==> config.mk <==
export PLATFORM = sky130hd
export DESIGN_NAME = bidir_pin_ctrl
export DESIGN_NICKNAME = d
export VERILOG_FILES = /design/src/rtl/bidir_pin_ctrl.sv
export SDC_FILE = /design/constraint.sdc
export NUM_CORES = 1
export LEC_CHECK = 0
export CAP_MARGIN = 20
export CORE_ASPECT_RATIO = 0.7
export CORE_MARGIN = 2
export CORE_UTILIZATION = 30
export DETAILED_ROUTE_END_ITERATION = 10
export GPL_ROUTABILITY_DRIVEN = 0
export PLACE_DENSITY_LB_ADDON = 0.2
export SLEW_MARGIN = 20
export SYNTH_ARGS = -nofsm -noshare
export SYNTH_HDL_FRONTEND = slang
export SYNTH_SLANG_ARGS = --single-unit
==> constraint.sdc <==
create_clock -name clk -period 1.7 [get_ports clk]
set_input_delay 0.255 -clock clk [delete_from_list [all_inputs] [get_ports clk]]
set_output_delay 0.255 -clock clk [all_outputs]
set_load 0.005 [all_outputs]
==> src/rtl/bidir_pin_ctrl.sv <==
// Sequencer for a single bidirectional pin: grants writes (drive) and reads
// (sample) one at a time and always releases the bus for a turnaround gap.
//
// state  | meaning
// IDLE   | pin released, waiting for wr_req / rd_req
// DRIVE  | dir=1, captured write value on data_out for DRIVE_CYC cycles
// SAMPLE | pin released, data_in sampled at the end of the RD_LAT-th cycle
// TURN   | pin released for TURN cycles before the next grant
module bidir_pin_ctrl #(
  parameter int WIDTH     = 1,
  parameter int DRIVE_CYC = 2,
  parameter int RD_LAT    = 2,
  parameter int TURN      = 2
) (
  input  logic             clk,
  input  logic             rst_n,
  input  logic             wr_req,
  input  logic [WIDTH-1:0] wr_data,
  output logic             wr_ack,
  input  logic             rd_req,
  output logic             rd_ack,
  output logic [WIDTH-1:0] rd_data,
  output logic             rd_valid,
  output logic             dir,
  output logic [WIDTH-1:0] data_out,
  input  logic [WIDTH-1:0] data_in,
  output logic             busy
);

  typedef enum logic [1:0] {
    ST_IDLE   = 2'd0,
    ST_DRIVE  = 2'd1,
    ST_SAMPLE = 2'd2,
    ST_TURN   = 2'd3
  } state_t;

  // Counters load count-1 on entry and leave the state when they reach zero.
  localparam logic [3:0] DRIVE_LD = 4'(DRIVE_CYC - 1);
  localparam logic [3:0] RD_LD    = 4'(RD_LAT - 1);
  localparam logic [3:0] TURN_LD  = 4'(TURN - 1);

  state_t           state_q, state_d;
  logic [3:0]       cnt_q, cnt_d;
  logic             prio_wr_q, prio_wr_d;
  logic             grant_wr, grant_rd;
  logic             phase_done;
  logic             sample_now;

  logic             dir_d;
  logic [WIDTH-1:0] data_out_d;
  logic             wr_ack_d;
  logic             rd_ack_d;
  logic             rd_valid_d;
  logic [WIDTH-1:0] rd_data_d;
  logic             busy_d;

  // State register plus output registers; outputs are the registered image
  // of next-state decode, so nothing combinational reaches a port.
  always_ff @(posedge clk) begin
    if (!rst_n) begin
      state_q   <= ST_IDLE;
      cnt_q     <= 4'd0;
      prio_wr_q <= 1'b1;
      dir       <= 1'b0;
      data_out  <= '0;
      wr_ack    <= 1'b0;
      rd_ack    <= 1'b0;
      rd_valid  <= 1'b0;
      rd_data   <= '0;
      busy      <= 1'b0;
    end else begin
      state_q   <= state_d;
      cnt_q     <= cnt_d;
      prio_wr_q <= prio_wr_d;
      dir       <= dir_d;
      data_out  <= data_out_d;
      wr_ack    <= wr_ack_d;
      rd_ack    <= rd_ack_d;
      rd_valid  <= rd_valid_d;
      rd_data   <= rd_data_d;
      busy      <= busy_d;
    end
  end

  assign phase_done = (cnt_q == 4'd0);
  assign grant_wr   = (state_q == ST_IDLE) && wr_req && (!rd_req || prio_wr_q);
  assign grant_rd   = (state_q == ST_IDLE) && rd_req && !grant_wr;
  assign sample_now = (state_q == ST_SAMPLE) && phase_done;

  always_comb begin
    state_d   = state_q;
    cnt_d     = cnt_q;
    prio_wr_d = prio_wr_q;
    unique case (state_q)
      ST_IDLE: begin
        cnt_d = 4'd0;
        if (grant_wr) begin
          state_d   = ST_DRIVE;
          cnt_d     = DRIVE_LD;
          prio_wr_d = 1'b0;
        end else if (grant_rd) begin
          state_d   = ST_SAMPLE;
          cnt_d     = RD_LD;
          prio_wr_d = 1'b1;
        end
      end
      ST_DRIVE, ST_SAMPLE: begin
        if (phase_done) begin
          state_d = ST_TURN;
          cnt_d   = TURN_LD;
        end else begin
          cnt_d = cnt_q - 4'd1;
        end
      end
      ST_TURN: begin
        if (phase_done) begin
          state_d = ST_IDLE;
          cnt_d   = 4'd0;
        end else begin
          cnt_d = cnt_q - 4'd1;
        end
      end
      default: begin
        state_d = ST_IDLE;
        cnt_d   = 4'd0;
      end
    endcase
  end

  // data_out recirculates the value captured at the grant edge, so later
  // wr_data changes never reach the pin.
  always_comb begin
    dir_d      = (state_d == ST_DRIVE);
    data_out_d = '0;
    if (grant_wr) begin
      data_out_d = wr_data;
    end else if (state_d == ST_DRIVE) begin
      data_out_d = data_out;
    end
    wr_ack_d   = grant_wr;
    rd_ack_d   = grant_rd;
    rd_valid_d = sample_now;
    rd_data_d  = sample_now ? data_in : rd_data;
    busy_d     = (state_d != ST_IDLE);
  end

endmodule

==> qor.txt, run 1 <==
outcome: finished clean
P_leak: 0.000346 µW
PnR Total Power: 1540 µW
worst hold path class: register to register
final hold viol count: 0
P per Cell Area: 1760 nW/µm²
Mapped Cells: 68
commonest non-fill, non-tap cell in the layout: dfxtp_1
layout cell share with drive strength beyond 1: 0.165
ys flop type: dfxtp_1
first-pass GRT wire length: 2110 µm
Via Count: 555
RR Startpoint: cnt_q[1]
syn avg cell area: 9.38 µm²
H-Tree Depth: 1
Placed Cells: 109
Worst Path Required: 1.88 ns
Logic pwr share: 0.540
setup TNS: 0 ns
clock sinks: 14
n_diodes: 0
IO Port Bufs: 12
post-cts sizing count: 0
VDD IR max: 0.000646 V
Worst Hold Path Cells: 2
# DRC: 0
Die Wd: 59.1 µm
NumNets Final: 102
NetSw: 572 µW
Worst R2R Path Depth: 4
Setup violations, final: 0
DR pass1 iterations: 5
P_int: 966 µW
Slew @ Worst Pin: 0.362 ns
commonest non-fill, non-tap cells in the layout: 14 x dfxtp_1, 12 x clkdlybuf4s50_1, 7 x buf_4
filler cell count: 189
Setup crit start kind: register
Tot GR Track Use: 0.111
initial antenna violation count: 0
Period Utilization, post-route: 0.957
die area: 2520 µm²
pin count of the biggest net entering global routing: 9
Post-synth EDFFs: 0
critical path class: register to register
CTS tree: yes
num ports: 13
synth warn: 0
worst reg-to-reg setup slack: 0.07 ns
switching portion of total power: 0.372
Worst Path Arrival: 1.80 ns
max-cap violations: 0
initial core utilization: 0.330
core box area: 1940 µm²
Post-synth ARST share: 0
crit path time final: 1.63 ns
sequential power share: 0.302
WL/cell: 11.1 µm
Critical Path Start: cnt_q[1]
Crit. End Element: register
row cnt: 13
count of cell types in the netlist: 25
clk_lat worst skew: 0.28 ns
Buf/Inv on CP: 0
TritonCTS Buffers: 3
WHS: 0.460 ns
clock share of power: 0.158
critical path's top delay family: compound AO/OA/AOI/OAI gates
hold_sp: rd_data
Crit Path Max Fanout: 6
remaining global-route overflow: 0
Max stage delay on crit path: 0.56 ns
Iteration-0 DRC Markers: 17
fin worst setup slack: 0.0735 ns
clock-pin slew on the worst setup and hold paths: 0.09 ns
slowest CP cell: or4_4
CTS root buf: clkbuf_4
Cell Chain, Critical Path: or4_4, a21oi_4, o32ai_2, a32o_1
Netlist Area Pre-Place: 638 µm²
max_slew headroom: 0.756
CP Depth: 4
dpl hpwl: 999 µm
Pins Over Slew Limit: 0
setup bufs post-CTS: 0
die height: 42.6 µm
post-DR vias/cell: 4.91
post-synthesis register bit count: 14
unrepaired setup endpoints after global routing: false
clock buffer depth: 2
Max Fclk: 615 MHz
Non-Filler Instances: 113
hold_buf cts: 0
P&R area growth vs syn: 37.1%
Post-Syn Nets: 78
Clock Skew: 0.00704 ns
vias in the first global route: 477
pre-CTS WS: 0.0288 ns
part of the Yosys area used for sequential elements: 0.439
detailed-route wire length: 1260 µm
Detail Route Antenna Nets: 0
## final timing paths
kind,to
max,data_out
min,rd_data
max reg2reg,data_out
min reg2reg,rd_data
## power groups by stage
stage          Combinational [µW]  Sequential [µW]  Clock [µW]
4_1_cts                       833              465         245
5_1_grt                       927              477         258
3_3_place_gp                  823              472           0
6_report                      831              464         242
3_5_place_dp                  824              473           0
2_1_floorplan                 500              489           0
## cell usage after synthesis, drive strengths merged, types with 2 or more instances
cell type,number,area share
dfxtp,14,0.44
a21oi,7,0.073
nand2,6,0.035
o21ai,6,0.047
nor2,5,0.029
ha,4,0.078
inv,4,0.024
nor2b,3,0.029
o211ai,3,0.035
o31ai,2,0.024
or3,2,0.020
## flip-flops by register name, indices dropped and copies added (netlist names)
register,cells
busy,1
cnt_q,4
data_out,1
dir,1
prio_wr_q,1
rd_ack,1
rd_data,1
rd_valid,1
state_q,2
wr_ack,1
## per-layer routing
metal | GRT usage | share of wire | vias to the layer above
met5 | 0 | 0 | -
met4 | 0.0273 | 0.013 | 0
met3 | 0.0463 | 0.057 | 4
met2 | 0.147 | 0.37 | 20
met1 | 0.163 | 0.56 | 238
li1 | - | - | 293
## cells by family after synthesis
| logic type | Yosys count | synth area share |
|---|---|---|
| compound gates | 24 | 0.267 |
| simple gates | 22 | 0.192 |
| flops | 14 | 0.439 |
| buf+inv | 4 | 0.0235 |
| fa+ha+maj | 4 | 0.0784 |
## worst reg2reg max path, stage by stage, from the launching register on
cell and delay (ns):
dfxtp_1 0.37, or4_4 0.56, a21oi_4 0.22, o32ai_2 0.12
a32o_1 0.25
## stage by stage
step / util / area (µm²)
after detailed placement: 0.433 / 838
after CTS: 0.452 / 875
after global placement: 0.433 / 838
after floorplan: - / 638
after global routing: 0.452 / 875
final: 0.452 / 875
## final cells by class
cell class / count / area [µm²] / area share
multi-input combinational: 50 / 343 / 0.392
sequential: 14 / 280 / 0.320
clock buffer: 4 / 36.3 / 0.0415
tap: 22 / 27.5 / 0.0315
timing repair buffer: 19 / 173 / 0.197
inverter: 4 / 15.0 / 0.0172
Power figures use the tool's default switching activity.
==> run 2, diff against run 1 <==
--- a/config.mk
+++ b/config.mk
@@ -10,6 +10,7 @@
 export CORE_MARGIN = 2
 export CORE_UTILIZATION = 30
 export DETAILED_ROUTE_END_ITERATION = 10
+export DONT_BUFFER_PORTS = 1
 export GPL_ROUTABILITY_DRIVEN = 0
 export PLACE_DENSITY_LB_ADDON = 0.2
 export SLEW_MARGIN = 20
==> qor.txt, run 2 (synthesis results as in run 1) <==
outcome: finished clean
core box area: 1940 µm² (unchanged)
Max Fclk: 641 MHz (+4.3%)
PnR Total Power: 1440 µW (-6.2%)
CTS root buf: clkbuf_4
Period Utilization, post-route: 0.918 (-0.0390)
max FFs per register: 4 (unchanged)
Crit. End Element: register
die area: 2520 µm² (unchanged)
n_diodes: 0 (unchanged)
filler cell count: 192 (+1.6%)
VDD IR max: 0.000662 V (+2.4%)
slowest CP cell: or4_4
Via Count: 520 (-6.3%)
Clock Skew: 0.00448 ns (-0.00256 ns)
max-cap violations: 0 (unchanged)
worst hold path class: input pin to register
NumNets Final: 88 (-14%)
Worst R2R Path Depth: 4 (unchanged)
# DRC: 0 (unchanged)
Pins Over Slew Limit: 0 (unchanged)
RR Startpoint: cnt_q[1]
hold_sp: rst_n
reg2reg end: data_out
commonest non-fill, non-tap cells in the layout: 14 x dfxtp_1, 6 x nand2_1, 6 x a21oi_1
Worst Path Arrival: 1.75 ns (-0.05 ns)
final hold viol count: 0 (unchanged)
remaining global-route overflow: 0 (unchanged)
crit path time final: 1.56 ns (-0.0663 ns)
Iteration-0 DRC Markers: 16 (-1)
clock sinks: 14 (unchanged)
initial antenna violation count: 0 (unchanged)
num ports: 13 (unchanged)
Worst Path Required: 1.89 ns (about the same)
critical path class: register to register
setup bufs post-CTS: 0 (unchanged)
clk_lat worst skew: 0.29 ns (about the same)
vias in the first global route: 448 (-6.1%)
DR pass1 iterations: 4 (-1)
unrepaired setup endpoints after global routing: false
P_leak: 0.000294 µW (-15%)
Tot GR Track Use: 0.113 (+0.00169)
pin count of the biggest net entering global routing: 9 (unchanged)
max_slew headroom: 0.775 (+0.0190)
setup TNS: 0 ns (unchanged)
detailed-route wire length: 1330 µm (+5.5%)
dpl hpwl: 989 µm (-0.95%)
initial core utilization: 0.330 (unchanged)
Largest regs: cnt_q: 4 flops, state_q: 2 flops
Setup violations, final: 0 (unchanged)
row cnt: 13 (unchanged)
P per Cell Area: 1940 nW/µm² (+10%)
Worst Hold Path EP: prio_wr_q
Detail Route Antenna Nets: 0 (unchanged)
worst reg-to-reg setup slack: 0.14 ns (+0.07 ns)
die height: 42.6 µm (unchanged)
Die Wd: 59.1 µm (unchanged)
area of the multi-input gates: 349 µm² (+1.8%)
clock buffer depth: 2 (unchanged)
Worst Hold Path Cells: 1 (-1)
Final Util: 0.385 (-0.0666)
Register Area: 280 µm² (unchanged)
post-DR vias/cell: 5.25 (+6.9%)
largest register by flop count: cnt_q
layout cell share with drive strength beyond 1: 0.182 (+0.0170)
Crit Path Max Fanout: 5 (-1)
TritonCTS Buffers: 3 (unchanged)
clock-pin slew on the worst setup and hold paths: 0.09 ns (about the same)
H-Tree Depth: 1 (unchanged)
IO Port Bufs: 0 (-12)
commonest non-fill, non-tap cell in the layout: dfxtp_1
Cell Chain, Critical Path: or4_4, a21oi_4, o32ai_2, a32o_1
WL/cell: 13.4 µm (+20%)
Slew @ Worst Pin: 0.334 ns (-0.0283 ns)
first-pass GRT wire length: 2100 µm (-0.66%)
CTS tree: yes
Setup crit start kind: register
P&R area growth vs syn: 16.9%
Max stage delay on crit path: 0.55 ns (about the same)
-- run 2: changes by cell type in the layout (fill, tap and decap cells not counted), sizes merged --
cell | previous run | this run
clkdlybuf4s50 | 12 | 0
buf | 7 | 5
-- run 2: critical path, delay by kind of cell, from the launching register on --
family          cells  cell delay, ns
compound gates      3            0.57
flops               1            0.33
simple gates        1            0.55
-- run 2: cell type report --
cell class	count	area share
multi-input combinational	50	0.468
tap	22	0.0369
sequential	14	0.376
inverter	4	0.0201
clock buffer	4	0.0487
timing repair buffer	5	0.0503
-- run 2: worst max-delay path by stage --
stage	slack, ns	from	end	cells after the start
after detailed placement	0.14	state_q[0]	data_out	6
final	0.14	cnt_q[1]	data_out	4
after floorplan	0.18	cnt_q[1]	data_out	4
after global routing	0.02	state_q[0]	busy	6
after global placement	0.09	state_q[0]	data_out	6
after CTS	0.11	state_q[0]	data_out	6
-- run 2: per-stage QoR --
step / hold WS [ns] / std cells / setup slack [ns] / cell area, µm²
global placement: 0.353 / 95 / 0.0947 / 703
finish: 0.0604 / 99 / 0.140 / 746
global route: 0.0669 / 99 / 0.0167 / 746
CTS: 0.0578 / 99 / 0.105 / 739
detailed placement: 0.356 / 95 / 0.137 / 703
floorplan: 0.344 / 68 / 0.181 / 638
-- run 2: what timing repair did --
action                                 CTS  global route
setup endpoints to repair                0             1
gates resized for setup                  0             1
endpoints found under the hold margin    0             0
hold buffers                             0             0
-- run 2: power breakdown --
part	internal, µW	switching, µW	total (µW)
registers	420	52.5	472
logic	317	407	724
clock network	131	117	247
-- run 2: routing by layer --
metal	global-route usage	part of all wire	vias up	routed length (µm)
li1	-	-	268	-
met1	0.166	0.53	233	702
met2	0.142	0.38	17	509
met3	0.0586	0.079	2	105
met4	0.0227	0.0075	0	10
met5	0	0	-	0
